`src/rtl/sme_job_driver.sv`:
```
// Host-side job driver for the string-match engine: buffers one string/pattern job,
// streams it to the engine, and holds the engine's result for the host.
module sme_job_driver #(
    parameter int unsigned STR_MAX = 32,
    parameter int unsigned PAT_MAX = 8,
    parameter int unsigned TIMEOUT = 1023
) (
    input  logic       clk,
    input  logic       reset,
    input  logic       cfg_we,
    input  logic       cfg_sel,
    input  logic [4:0] cfg_addr,
    input  logic [7:0] cfg_data,
    input  logic [5:0] str_len,
    input  logic [3:0] pat_len,
    input  logic       send_string,
    input  logic       start,
    output logic       busy,
    output logic [7:0] chardata,
    output logic       isstring,
    output logic       ispattern,
    input  logic       sme_valid,
    input  logic       sme_match,
    input  logic [4:0] sme_match_index,
    output logic       res_valid,
    input  logic       res_ready,
    output logic       res_match,
    output logic [4:0] res_index,
    output logic       res_timeout,
    output logic       res_overrun,
    output logic       underrun
);
    localparam int unsigned SIW = $clog2(STR_MAX);
    localparam int unsigned PIW = $clog2(PAT_MAX);
    localparam int unsigned TW  = $clog2(TIMEOUT + 1);

    typedef enum logic [1:0] {IDLE, SEND_STR, SEND_PAT, WAIT} state_t;

    state_t         state, state_nx;
    logic [SIW-1:0] idx, idx_nx;
    logic [7:0]     str_mem [STR_MAX];
    logic [7:0]     pat_mem [PAT_MAX];
    logic [5:0]     job_str_len;
    logic [3:0]     job_pat_len;
    logic           job_send_str;
    logic           armed;
    logic [TW-1:0]  wait_cnt;
    logic [7:0]     chardata_q;
    logic           isstring_q, ispattern_q;
    logic           latch_job, arm_set, armed_clr, capture, timeout_hit, underrun_set, launch_c;

    // Job buffers: plain storage, intentionally not reset.
    always_ff @(posedge clk) begin
        if (cfg_we) begin
            if (cfg_sel) pat_mem[cfg_addr[PIW-1:0]] <= cfg_data;
            else         str_mem[cfg_addr[SIW-1:0]] <= cfg_data;
        end
    end

    always_ff @(posedge clk or posedge reset) begin
        if (reset) begin
            state <= IDLE;
            idx   <= '0;
        end else begin
            state <= state_nx;
            idx   <= idx_nx;
        end
    end

    always_comb begin
        state_nx     = state;
        idx_nx       = idx;
        latch_job    = 1'b0;
        arm_set      = 1'b0;
        armed_clr    = 1'b0;
        capture      = 1'b0;
        timeout_hit  = 1'b0;
        underrun_set = 1'b0;
        launch_c     = 1'b0;
        case (state)
            IDLE: begin
                if (start) begin
                    latch_job = 1'b1;
                    state_nx  = send_string ? SEND_STR : SEND_PAT;
                    idx_nx    = '0;
                end
            end
            SEND_STR: begin
                if (6'(idx) == job_str_len - 6'd1) begin
                    state_nx = SEND_PAT;
                    idx_nx   = '0;
                end else begin
                    idx_nx = idx + SIW'(1);
                end
            end
            SEND_PAT: begin
                if (6'(idx) == 6'(job_pat_len) - 6'd1) begin
                    state_nx = WAIT;
                    idx_nx   = '0;
                end else begin
                    idx_nx = idx + SIW'(1);
                end
            end
            WAIT: begin
                if (sme_valid) begin
                    capture   = 1'b1;
                    armed_clr = 1'b1;
                    if (armed) begin
                        // First character of the armed job goes out in this very cycle.
                        launch_c = 1'b1;
                        if (job_send_str) begin
                            state_nx = (job_str_len == 6'd1) ? SEND_PAT : SEND_STR;
                            idx_nx   = (job_str_len == 6'd1) ? SIW'(0) : SIW'(1);
                        end else begin
                            state_nx = (job_pat_len == 4'd1) ? WAIT : SEND_PAT;
                            idx_nx   = (job_pat_len == 4'd1) ? SIW'(0) : SIW'(1);
                        end
                    end else begin
                        underrun_set = 1'b1;
                        state_nx     = IDLE;
                        idx_nx       = '0;
                    end
                end else if (wait_cnt == TW'(TIMEOUT - 1)) begin
                    timeout_hit = 1'b1;
                    armed_clr   = 1'b1;
                    state_nx    = IDLE;
                    idx_nx      = '0;
                end else if (start && !armed) begin
                    latch_job = 1'b1;
                    arm_set   = 1'b1;
                end
            end
            default: begin
                state_nx = IDLE;
                idx_nx   = '0;
            end
        endcase
    end

    // Job context, wait counter, and the registered character stream.
    always_ff @(posedge clk or posedge reset) begin
        if (reset) begin
            job_str_len  <= '0;
            job_pat_len  <= '0;
            job_send_str <= 1'b0;
            armed        <= 1'b0;
            wait_cnt     <= '0;
            chardata_q   <= '0;
            isstring_q   <= 1'b0;
            ispattern_q  <= 1'b0;
        end else begin
            if (latch_job) begin
                job_str_len  <= str_len;
                job_pat_len  <= pat_len;
                job_send_str <= send_string;
            end
            if (armed_clr)    armed <= 1'b0;
            else if (arm_set) armed <= 1'b1;
            wait_cnt    <= (state == WAIT && !capture) ? wait_cnt + TW'(1) : '0;
            isstring_q  <= (state_nx == SEND_STR);
            ispattern_q <= (state_nx == SEND_PAT);
            case (state_nx)
                SEND_STR: chardata_q <= str_mem[idx_nx];
                SEND_PAT: chardata_q <= pat_mem[idx_nx[PIW-1:0]];
                default:  chardata_q <= '0;
            endcase
        end
    end

    // Result register and sticky error flags.
    always_ff @(posedge clk or posedge reset) begin
        if (reset) begin
            res_valid   <= 1'b0;
            res_match   <= 1'b0;
            res_index   <= '0;
            res_timeout <= 1'b0;
            res_overrun <= 1'b0;
            underrun    <= 1'b0;
        end else begin
            if (capture) begin
                res_valid   <= 1'b1;
                res_match   <= sme_match;
                res_index   <= sme_match_index;
                res_timeout <= 1'b0;
            end else if (timeout_hit) begin
                res_valid   <= 1'b1;
                res_match   <= 1'b0;
                res_index   <= '0;
                res_timeout <= 1'b1;
            end else if (res_valid && res_ready) begin
                res_valid <= 1'b0;
            end
            if ((capture || timeout_hit) && res_valid && !res_ready) res_overrun <= 1'b1;
            if (underrun_set) underrun <= 1'b1;
        end
    end

    assign busy      = (state != IDLE);
    assign chardata  = launch_c ? (job_send_str ? str_mem[0] : pat_mem[0]) : chardata_q;
    assign isstring  = launch_c ? job_send_str  : isstring_q;
    assign ispattern = launch_c ? !job_send_str : ispattern_q;

endmodule

```
`config.mk`:
```
export PLATFORM = sky130hd
export DESIGN_NAME = sme_job_driver
export DESIGN_NICKNAME = d
export VERILOG_FILES = /design/src/rtl/sme_job_driver.sv
export SDC_FILE = /design/constraint.sdc
export NUM_CORES = 1
export LEC_CHECK = 0
export CAP_MARGIN = 20
export CORE_ASPECT_RATIO = 1.75
export CORE_MARGIN = 2
export CORE_UTILIZATION = 54
export DETAILED_ROUTE_END_ITERATION = 12
export GPL_ROUTABILITY_DRIVEN = 0
export GPL_TIMING_DRIVEN = 0
export PLACE_DENSITY = 0.77
export SYNTH_ARGS = -nofsm -noshare
export SYNTH_HDL_FRONTEND = slang
export SYNTH_SLANG_ARGS = --single-unit
```
`constraint.sdc`:
```
create_clock -name clk -period 4.1 [get_ports clk]
set_clock_uncertainty 0.2 [all_clocks]
set_input_delay 0.82 -clock clk [delete_from_list [all_inputs] [get_ports clk]]
set_output_delay 0.82 -clock clk [all_outputs]
set_load 0.01 [all_outputs]
```
==> flow_summary.ini, run 1 <==
[clock_tree]
number_of_buffers_inserted_during_clock_tree_synthesis = 31
cts.sinks = 369
cts.reportedPaths.clkPinSlew_ns = 0.07
cts_tree = built
ctsRootBufferMaster = sky130_fd_sc_hd__clkbuf_16
clock_insertion_delay_worst_skew_ns = 0.57
cts_htree_levels = 1
cts.path.max_buffers = 3

[routing]
drt_wl_total_mm = 39.3
avgViaCountPerCell = 5.93
total_drc_errors_in_the_routed_layout = 0
first_pass_iters = 6
ant_nets = 0
drt-initial-drc-count = 930
wl_per_cell_um = 22.7
num_vias = 10300

[placement]
portBuffers = 54
placed_area_um2 = 16400
placement.setup.worst_slack_ns = -1.20
post-dp-hpwl_mm = 26.7

[global_routing]
antenna_violations_before_repair = 0
wire_length_of_the_first_global_routing_pass_mm = 58.6
first_global_vias = 10300
grt_max_degree = 41
global_route.usage.total = 0.261
globalRoute.totalOverflow = 0

[synth]
ys_warn_count = 0
yosys_most_used_dff = sky130_fd_sc_hd__edfxtp_1
syn-instance-count = 1228
mappedNetlistArea_um2 = 15400
syn_nets = 1279
synth_area_per_cell_um2 = 12.5
synth-seq-area-share = 0.703
async_reset_ff_frac = 0.133
synth-edff-count = 320
ff_latch_count_synth = 369
synth_cell_types = 59

[worst_setup_path]
critPathMostFrequentCell = sky130_fd_sc_hd__buf_4
critPathRequiredTime_ns = 4.33
critPathMaxFanout = 10
critical_path_cell_with_the_highest_stage_delay = sky130_fd_sc_hd__or4_4
critPathTopFamily = simple AND/OR/NAND/NOR gates
path_cells = clkdlybuf4s50_1 -> and2_1 -> buf_4 -> nand2_2 -> or4b_1 -> or3b_4 -> o21ai_4 -> buf_12 -> buf_4 -> nor2_4 -> buf_8 -> nand3_1 -> nand4_1 -> o22ai_2 -> or4_4
worst_ep_arrival_time_ns = 4.32
max_stage_delay_ns = 0.55
timing.critical_path.to_type = register
cp.buffers_inverters = 5
criticalPathCategory = in2reg
crit_path_start_kind = primary input

[power_and_ir_drop]
power_density_nw_per_um2 = 716
power.total_uw = 12800
p_leak_uw = 0.00646
irDropWorstVdd_v = 0.000436

[sta]
slew_viol_final = 0
rsz0062_at_grt = no
timing.final.hold_violations = 0
setup_total_negative_slack_ns = 0
worst-slew-pin-transition_ns = 0.957
final_period_demand_of_the_worst_path_ns = 4.09
post-route-period-util = 0.997
final.hold.worst_slack_ns = 0.263
max-slew-margin-rel = 0.359
timing.final.setup_violations = 0
fmaxAchievable_ghz = 0.245
setup_ws_ns = 0.0140

[floorplan]
floorplan.core_area_um2 = 28000
area_of_the_die_um2 = 29900
floorplan.die.width_um = 132
dieHeight_um = 227
ioPinCount = 58
initial_utilization = 0.551
placementRows = 81

[min_path]
worst_hold_path_type = reg2reg

[job]
max_cap_violations = 0

[cells_and_area]
final_nets = 1383
multiInputGateArea_um2 = 4560
area_taken_by_flip_flops_and_latches_um2 = 10800
final_layout_size_suffix_gt1_frac = 0.123
n_fill_cell = 1998
areaGrowthSynthToFinish_pct = 16.0
antenna-diode-count = 0
final_instance_area_um2 = 17900

[status]
run_status = complete, no violations
[stage by stage]
step,instances,util
after detailed placement,1658,0.587
after global placement,1655,0.587
after global routing,1728,0.639
after floorplan,1228,-
after CTS,1721,0.631
final,1728,0.639
[cell families (layout without fill, tap and decap cells)]
family,Yosys count,after routing,synth area share
AOI/OAI and AO/OA,125,125,0.0572
xor gates and xnor gates,19,19,0.0108
adders and majority gates,14,14,0.0114
buffers and inverters,71,198,0.0194
DFF,369,369,0.703
muxes,47,47,0.0315
and+or+nand+nor,583,583,0.166
[state kept, by name, indices dropped and copies added, names as in the netlist, 2 cells and up]
register     count
state            2
job_str_len      6
wait_cnt        10
chardata_q       8
str_mem        256
job_pat_len      4
idx              5
res_index        5
pat_mem         64
[layer usage]
metal  part of all wire  global-route usage  wire length (um)
met3              0.062              0.0283              2450
met4              0.081               0.182              3200
met2               0.54               0.502             21100
met1               0.32               0.263             12600
met5                  0                   0                 0
[placed cells by master (no fill, tap or decap), drive strengths merged, types with 11 or more instances in the layout]
| cell | n |
|---|---|
| xor2 | 11 |
| nor3 | 20 |
| o22ai | 30 |
| nand4 | 19 |
| mux2 | 12 |
| nand3 | 89 |
| dfrtp | 49 |
| nand2 | 339 |
| clkdlybuf4s50 | 47 |
| edfxtp | 320 |
| clkbuf | 69 |
| mux2i | 35 |
| buf | 46 |
| nor2 | 68 |
| clkinv | 14 |
| o21ai | 35 |
| ha | 14 |
| inv | 17 |
| a22o | 14 |
[repair_timing]
action | 4_1_cts | 5_1_grt
hold buffers | 0 | 0
pin swaps | 12 | 10
endpoints found under the setup margin | 17 | 17
resized for setup | 47 | 41
setup buffers | 8 | 6
hold endpoints to repair | 0 | 0
[worst paths after layout]
check | start | endpoint | slack [ns] | cells past startpoint
hold / removal | underrun$_DFFE_PP0P_ | underrun$_DFFE_PP0P_ | 0.26 | 1
min in group asynchronous | reset | wait_cnt[3]$_DFF_PP0_ | 0.38 | 2
hold reg to reg | underrun$_DFFE_PP0P_ | underrun$_DFFE_PP0P_ | 0.26 | 1
max in group asynchronous | reset | job_str_len[0]$_DFFE_PP0P_ | 2.78 | 3
setup / recovery | sme_valid | chardata_q[1]$_DFF_PP0_ | 0.01 | 15
setup reg to reg | wait_cnt[0]$_DFF_PP0_ | chardata_q[1]$_DFF_PP0_ | 0.07 | 15
[cell usage after synthesis, drive strengths merged, types with 12 or more instances]
master    n  area (um2)
nand4    19         119
nand3    89         445
nand2   339        1270
o22ai    30         188
nor3     20         100
buf      24         123
a22o     14         123
clkbuf   30         113
inv      17        63.8
ha       14         175
mux2     12         135
edfxtp  320        9610
o21ai    35         186
nor2     68         275
dfrtp    49        1230
mux2i    35         350
[power by group]
part	internal [uW]	switching [uW]	total (uW)
clock	1570	1290	2860
sequential	4280	162	4440
combinational	2010	3480	5480
total	7860	4930	12800
[area by class of cell]
type                            instances  share of cell area
Sequential cell                       369               0.607
Multi-Input combinational cell        788               0.255
Clock buffer                           37              0.0447
Clock inverter                         19             0.00945
Tap cell                              373              0.0261
Inverter                               17             0.00357
Timing Repair Buffer                   72              0.0389
Buffer                                 53              0.0156
Power figures use the tool's default switching activity.
==> inputs of run 2 (changes only) <==
--- a/config.mk
+++ b/config.mk
@@ -6,9 +6,9 @@
 export NUM_CORES = 1
 export LEC_CHECK = 0
 export CAP_MARGIN = 20
-export CORE_ASPECT_RATIO = 1.75
 export CORE_MARGIN = 2
 export CORE_UTILIZATION = 54
+export CTS_CLUSTER_SIZE = 25
 export DETAILED_ROUTE_END_ITERATION = 12
 export GPL_ROUTABILITY_DRIVEN = 0
 export GPL_TIMING_DRIVEN = 0
==> constraint.sdc (replaced) <==
create_clock -name clk -period 3.85 [get_ports clk]
set_clock_uncertainty 0.2 [all_clocks]
set_input_delay 0.77 -clock clk [delete_from_list [all_inputs] [get_ports clk]]
set_output_delay 0.77 -clock clk [all_outputs]
set_load 0.01 [all_outputs]
==> run 2 against run 1 <==
  * Cell count grew 1.9%
  * Utilization grew 2.3 points
  * Count of clock-buffer cells in the layout grew 15
  * Register-to-register slack lost 0.07 ns
  * Die area shrank 0.18%
  * Via count grew 4.5%
  * Clock power grew 24%
  * The flow now finishes with violations (negative setup slack)
  * Routed wire length shrank 1.2%
  * Critical path depth shrank 6
  * Non-clock buffer count grew 16
  * Worst setup slack lost 0.078 ns
  * Critical endpoint is now chardata[3]
==> flow_summary.ini, run 2 (synthesis gave the netlist of run 1 again) <==
[status]
run_status = complete, but fails checks
failed_checks = negative setup slack

[job]
max_cap_violations = 0

[clock_tree]
cts_htree_levels = 2
holdBufCountCts = 0
ctsRootBufferMaster = sky130_fd_sc_hd__clkbuf_16
cts.reportedPaths.clkPinSlew_ns = 0.07
cts_tree = built
number_of_buffers_inserted_during_clock_tree_synthesis = 38
cts.path.max_buffers = 3
clock_insertion_delay_worst_skew_ns = 0.53
cts.sinks = 369

[worst_setup_path]
cp.buffers_inverters = 4
criticalPathCategory = reg2out
critPathTopFamily = buffers and inverters
critPathMaxFanout = 10
crit_path_start_kind = register
max_stage_delay_ns = 0.60
timing.critical_path.to_type = output port
critical_path_cell_with_the_highest_stage_delay = sky130_fd_sc_hd__clkdlybuf4s50_1
worst_ep_arrival_time_ns = 2.94
critPathMostFrequentCell = sky130_fd_sc_hd__clkbuf_4
critPathRequiredTime_ns = 2.88
path_cells = ha_1 -> and2_1 -> buf_6 -> nand2_2 -> clkbuf_4 -> clkbuf_4 -> nand2_1 -> o21ai_0 -> clkdlybuf4s50_1

[floorplan]
floorplan.core_area_um2 = 27900
placementRows = 61
floorplan.die.width_um = 173
dieHeight_um = 173
area_of_the_die_um2 = 29900
ioPinCount = 58
initial_utilization = 0.551

[cells_and_area]
antenna-diode-count = 0
layout_commonest_cell = sky130_fd_sc_hd__nand2_1
areaGrowthSynthToFinish_pct = 20.0
area_taken_by_flip_flops_and_latches_um2 = 10800
final_instance_area_um2 = 18500
multiInputGateArea_um2 = 4710
n_fill_cell = 1913
largest_register_ffs = 256
final_layout_size_suffix_gt1_frac = 0.156
layout_common_cells = 334 x sky130_fd_sc_hd__nand2_1, 320 x sky130_fd_sc_hd__edfxtp_1, 87 x sky130_fd_sc_hd__nand3_1
final_nets = 1406
layout.core_utilization = 0.662

[placement]
portBuffers = 54
placed_area_um2 = 16500
post-dp-hpwl_mm = 24.4
placement.setup.worst_slack_ns = -1.26

[routing]
drt_wl_total_mm = 38.8
wl_per_cell_um = 22.1
avgViaCountPerCell = 6.09
ant_nets = 0
first_pass_iters = 6
drt-initial-drc-count = 1385
num_vias = 10700
total_drc_errors_in_the_routed_layout = 0

[global_routing]
wire_length_of_the_first_global_routing_pass_mm = 58.2
global_route.usage.total = 0.251
globalRoute.totalOverflow = 0
antenna_violations_before_repair = 1
first_global_vias = 10400
grt_max_degree = 41

[sta]
worst-slew-pin-transition_ns = 1.06
max-slew-margin-rel = 0.290
timing.final.hold_violations = 0
timing.final.setup_violations = 3
slew_viol_final = 0
final_period_demand_of_the_worst_path_ns = 3.91
rsz0062_at_grt = yes
setup_ws_ns = -0.0637
final.hold.worst_slack_ns = 0.252
post-route-period-util = 1.02
fmaxAchievable_ghz = 0.256

[power_and_ir_drop]
irDropWorstVdd_v = 0.000501
p_leak_uw = 0.00674
power_density_nw_per_um2 = 785
power.total_uw = 14500

[min_path]
worst_hold_path_type = reg2reg
[run 2: changes by cell type in the layout (fill, tap and decap cells not counted), moves of 3 or more]
cell,delta
sky130_fd_sc_hd__o22ai_1,-4
sky130_fd_sc_hd__buf_6,+10
sky130_fd_sc_hd__o21ai_0,-3
sky130_fd_sc_hd__clkinv_1,-4
sky130_fd_sc_hd__o21ai_1,+3
sky130_fd_sc_hd__o22ai_4,+5
sky130_fd_sc_hd__ha_4,+3
sky130_fd_sc_hd__buf_2,-3
sky130_fd_sc_hd__clkbuf_8,+4
sky130_fd_sc_hd__dlygate4sd2_1,+7
sky130_fd_sc_hd__buf_1,-4
sky130_fd_sc_hd__clkbuf_16,+8
sky130_fd_sc_hd__buf_4,+9
sky130_fd_sc_hd__clkdlybuf4s50_1,-6
[run 2: worst register-to-register path, delay by kind of cell (launching register included)]
kind	cells	cell delay (ns)
XOR/XNOR	1	0.16
AND/OR/NAND/NOR	7	1.61
flip-flops	1	0.40
buffers and inverters	3	0.53
adder cells (fa/ha/maj)	1	0.24
AO/OA/AOI/OAI	3	0.66
[run 2: power by group]
group	internal [uW]	leakage, uW	total (uW)	switching [uW]
combinational	2350	0.00264	6200	3850
clock	2060	0.000587	3560	1500
sequential	4560	0.00351	4740	181
[run 2: what timing repair did]
action / 4_1_cts / 5_1_grt
pin swaps: 19 / 21
endpoints found under the setup margin: 18 / 10
resized for setup: 84 / 65
setup buffers: 14 / 15
[run 2: routing by layer]
metal	part of all wire	routed length (um)	global-route usage
met5	0	0	0
met2	0.49	19100	0.411
met1	0.38	14800	0.335
met3	0.096	3720	0.0488
met4	0.032	1240	0.0999
[run 2: path summary, 6_finish.rpt]
kind | from | endpoint | slack (ns) | depth (start not counted)
max | state[0]$_DFF_PP0_ | chardata[3] | -0.06 | 9
min | underrun$_DFFE_PP0P_ | underrun$_DFFE_PP0P_ | 0.25 | 1
max reg2reg | job_str_len[0]$_DFFE_PP0P_ | chardata_q[5]$_DFF_PP0_ | 0 | 15
min reg2reg | underrun$_DFFE_PP0P_ | underrun$_DFFE_PP0P_ | 0.25 | 1
max in group asynchronous | reset | chardata_q[3]$_DFF_PP0_ | 2.55 | 3
min in group asynchronous | reset | job_str_len[4]$_DFFE_PP0P_ | 0.38 | 2
[run 2: area by class of cell]
cell class | instances | share of cell area
Timing Repair Buffer | 88 | 0.0460
Clock inverter | 15 | 0.00806
Sequential cell | 369 | 0.587
Inverter | 17 | 0.00345
Multi-Input combinational cell | 788 | 0.255
Tap cell | 378 | 0.0256
Clock buffer | 52 | 0.0571
Buffer | 53 | 0.0184
[run 2: metrics by stage]
| stage | cells | TNS (ns) |
|---|---|---|
| global placement | 1660 | -12.36 |
| detailed placement | 1664 | -12.60 |
| global route | 1760 | -0.614 |
| floorplan | 1228 | 0 |
| finish | 1760 | -0.0842 |
| CTS | 1744 | -0.0561 |
==> inputs of run 3 (changes only) <==
--- a/config.mk
+++ b/config.mk
@@ -13,6 +13,8 @@
 export GPL_ROUTABILITY_DRIVEN = 0
 export GPL_TIMING_DRIVEN = 0
 export PLACE_DENSITY = 0.77
+export SKIP_CTS_REPAIR_TIMING = 1
 export SYNTH_ARGS = -nofsm -noshare
 export SYNTH_HDL_FRONTEND = slang
 export SYNTH_SLANG_ARGS = --single-unit
+export TNS_END_PERCENT = 1
==> run 3 against run 2 <==
  * The run still ends with negative setup slack left
  * Critical path depth increased by 5
  * Sequential share of layout area increased by 1.2 points
  * Combinational power is 9.4% lower
  * Non-clock buffer count shrank 18
  * First-iteration DRC count down 4.8%
  * Design area fell by 2.1%
  * Maximum frequency down 4.5%
  * Clock power about the same
  * Routed wire length shrank 3.2%
  * Global-route usage shrank 0.55 points
  * Critical path type is now in2reg
  * Critical endpoint is now chardata_q[1]$_DFF_PP0_
  * Largest cell class unchanged
  * Largest power group unchanged
==> flow_summary.ini, run 3 (synthesis gave the netlist of run 1 again) <==
[sta]
rsz0062_at_grt = yes
timing.final.setup_violations = 8
final.hold.worst_slack_ns = 0.254
final_period_demand_of_the_worst_path_ns = 4.10
setup_ws_ns = -0.249
timing.final.hold_violations = 0
worst-slew-pin-transition_ns = 1.03
fmaxAchievable_ghz = 0.244
slew_viol_final = 0
max-slew-margin-rel = 0.306
post-route-period-util = 1.06

[floorplan]
dieHeight_um = 173
area_of_the_die_um2 = 29900
floorplan.die.width_um = 173
placementRows = 61
ioPinCount = 58
initial_utilization = 0.551
floorplan.core_area_um2 = 27900

[placement]
placed_area_um2 = 16500
portBuffers = 54
post-dp-hpwl_mm = 24.4

[clock_tree]
clock_insertion_delay_worst_skew_ns = 0.54
cts.reportedPaths.clkPinSlew_ns = 0.06
cts_htree_levels = 2
cts.path.max_buffers = 3
ctsRootBufferMaster = sky130_fd_sc_hd__clkbuf_16
cts_tree = built
number_of_buffers_inserted_during_clock_tree_synthesis = 38
cts.sinks = 369

[worst_setup_path]
worst_ep_arrival_time_ns = 4.29
reg2reg_setup_slack_ns = -0.23
critical_path_cell_with_the_highest_stage_delay = sky130_fd_sc_hd__or4b_1
criticalPathCategory = in2reg
crit_path_start_kind = primary input
critPathRequiredTime_ns = 4.04
critPathMostFrequentCell = sky130_fd_sc_hd__buf_4
r2r_cells = 14
timing.rr.start = state[0]$_DFF_PP0_
critPathMaxFanout = 10
regToRegEndpoint = chardata_q[1]$_DFF_PP0_
path_cells = clkdlybuf4s50_1 -> and2_1 -> buf_2 -> nand2_1 -> or4b_1 -> a21oi_1 -> o21ai_4 -> buf_4 -> nor2_4 -> buf_4 -> nand3_1 -> nand4_1 -> o22ai_2 -> or4_1
max_stage_delay_ns = 0.51
timing.critical_path.to_type = register

[global_routing]
grt_max_degree = 41
globalRoute.totalOverflow = 0
global_route.usage.total = 0.246
wire_length_of_the_first_global_routing_pass_mm = 57.0
antenna_violations_before_repair = 3
first_global_vias = 10200

[routing]
ant_nets = 0
drt-initial-drc-count = 1318
first_pass_iters = 5
avgViaCountPerCell = 6.05
drt_wl_total_mm = 37.6
wl_per_cell_um = 21.6
total_drc_errors_in_the_routed_layout = 0
num_vias = 10600

[cells_and_area]
layout.core_utilization = 0.648
layout_commonest_cell = sky130_fd_sc_hd__nand2_1
final_layout_size_suffix_gt1_frac = 0.119
final_nets = 1388
final_instance_area_um2 = 18100
areaGrowthSynthToFinish_pct = 17.5
layout_common_cells = 337 x sky130_fd_sc_hd__nand2_1, 320 x sky130_fd_sc_hd__edfxtp_1, 87 x sky130_fd_sc_hd__nand3_1
largest_register_ffs = 256

[min_path]
worst_hold_path_type = reg2reg
whs_endpoint = underrun$_DFFE_PP0P_
cell_depth_of_the_worst_hold_path = 1
hold_path.startpoint = underrun$_DFFE_PP0P_

[job]
max_cap_violations = 0

[power_and_ir_drop]
power_frac_clock = 0.255
power.total_uw = 13900
netSwitchingPower_uw = 5260
fraction_of_power_consumed_by_combinational_cells = 0.404
p_leak_uw = 0.00670
seqPwrFrac = 0.340
irDropWorstVdd_v = 0.000390
power_density_nw_per_um2 = 769
netSwitchingFraction = 0.378
p_int_uw = 8650

[status]
failed_checks = negative setup slack
run_status = complete, but fails checks
[run 3: cell types whose count changed in the layout (fill, tap and decap cells not counted), sizes merged]
| cell | delta |
|---|---|
| dlygate4sd2 | -7 |
| buf | -17 |
| clkbuf | -1 |
| dlymetal6s2s | +8 |
| clkdlybuf4s50 | -1 |
| diode | +2 |
[run 3: layout make-up]
class	instances	area, um2
antenna	2	5.00
buffer	54	268
clock buffer	52	1050
clock inverter	15	149
fill	1992	9840
inverter	17	63.8
multi-input combinational	788	4520
sequential	369	10800
tap	378	473
timing repair buffer	69	723
[run 3: power groups by stage]
stage	sequential, uW	clock, uW	combinational, uW
6_report	4730	3550	5620
5_1_grt	4760	3730	6040
4_1_cts	4720	3580	5110
3_5_place_dp	4800	0	5060
3_3_place_gp	4800	0	4910
2_1_floorplan	4780	0	3390
[run 3: worst max-delay path by stage]
stage / from / to / slack [ns] / cells past startpoint
2_1_floorplan: job_str_len[0]$_DFFE_PP0P_ / chardata_q[0]$_DFF_PP0_ / 0.08 / 16
3_3_place_gp: sme_valid / chardata_q[1]$_DFF_PP0_ / -1.19 / 13
3_5_place_dp: sme_valid / chardata_q[1]$_DFF_PP0_ / -1.26 / 13
4_1_cts: job_str_len[0]$_DFFE_PP0P_ / chardata_q[0]$_DFF_PP0_ / -0.83 / 15
5_1_grt: job_pat_len[0]$_DFFE_PP0P_ / chardata_q[3]$_DFF_PP0_ / -0.35 / 15
6_report: sme_valid / chardata_q[1]$_DFF_PP0_ / -0.25 / 14
[run 3: worst max-delay path, delay by kind of cell]
family	cells	cell delay [ns]
simple gates	7	1.82
compound gates	3	0.54
buf+inv	4	1.15
[run 3: metrics by stage]
step	TNS [ns]	setup slack, ns	std cells
after floorplan	0	0.0823	1228
after global placement	-12.36	-1.19	1660
after detailed placement	-12.60	-1.26	1664
after CTS	-9.23	-0.829	1731
after global routing	-2.41	-0.349	1743
final	-1.45	-0.249	1744
[run 3: routing by layer]
metal	GRT usage	vias to the layer above	share of wire
met1	0.329	5159	0.39
met2	0.401	603	0.49
met4	0.0957	2	0.035
met3	0.0484	108	0.093
met5	0	-	0.00035
li1	-	4684	-
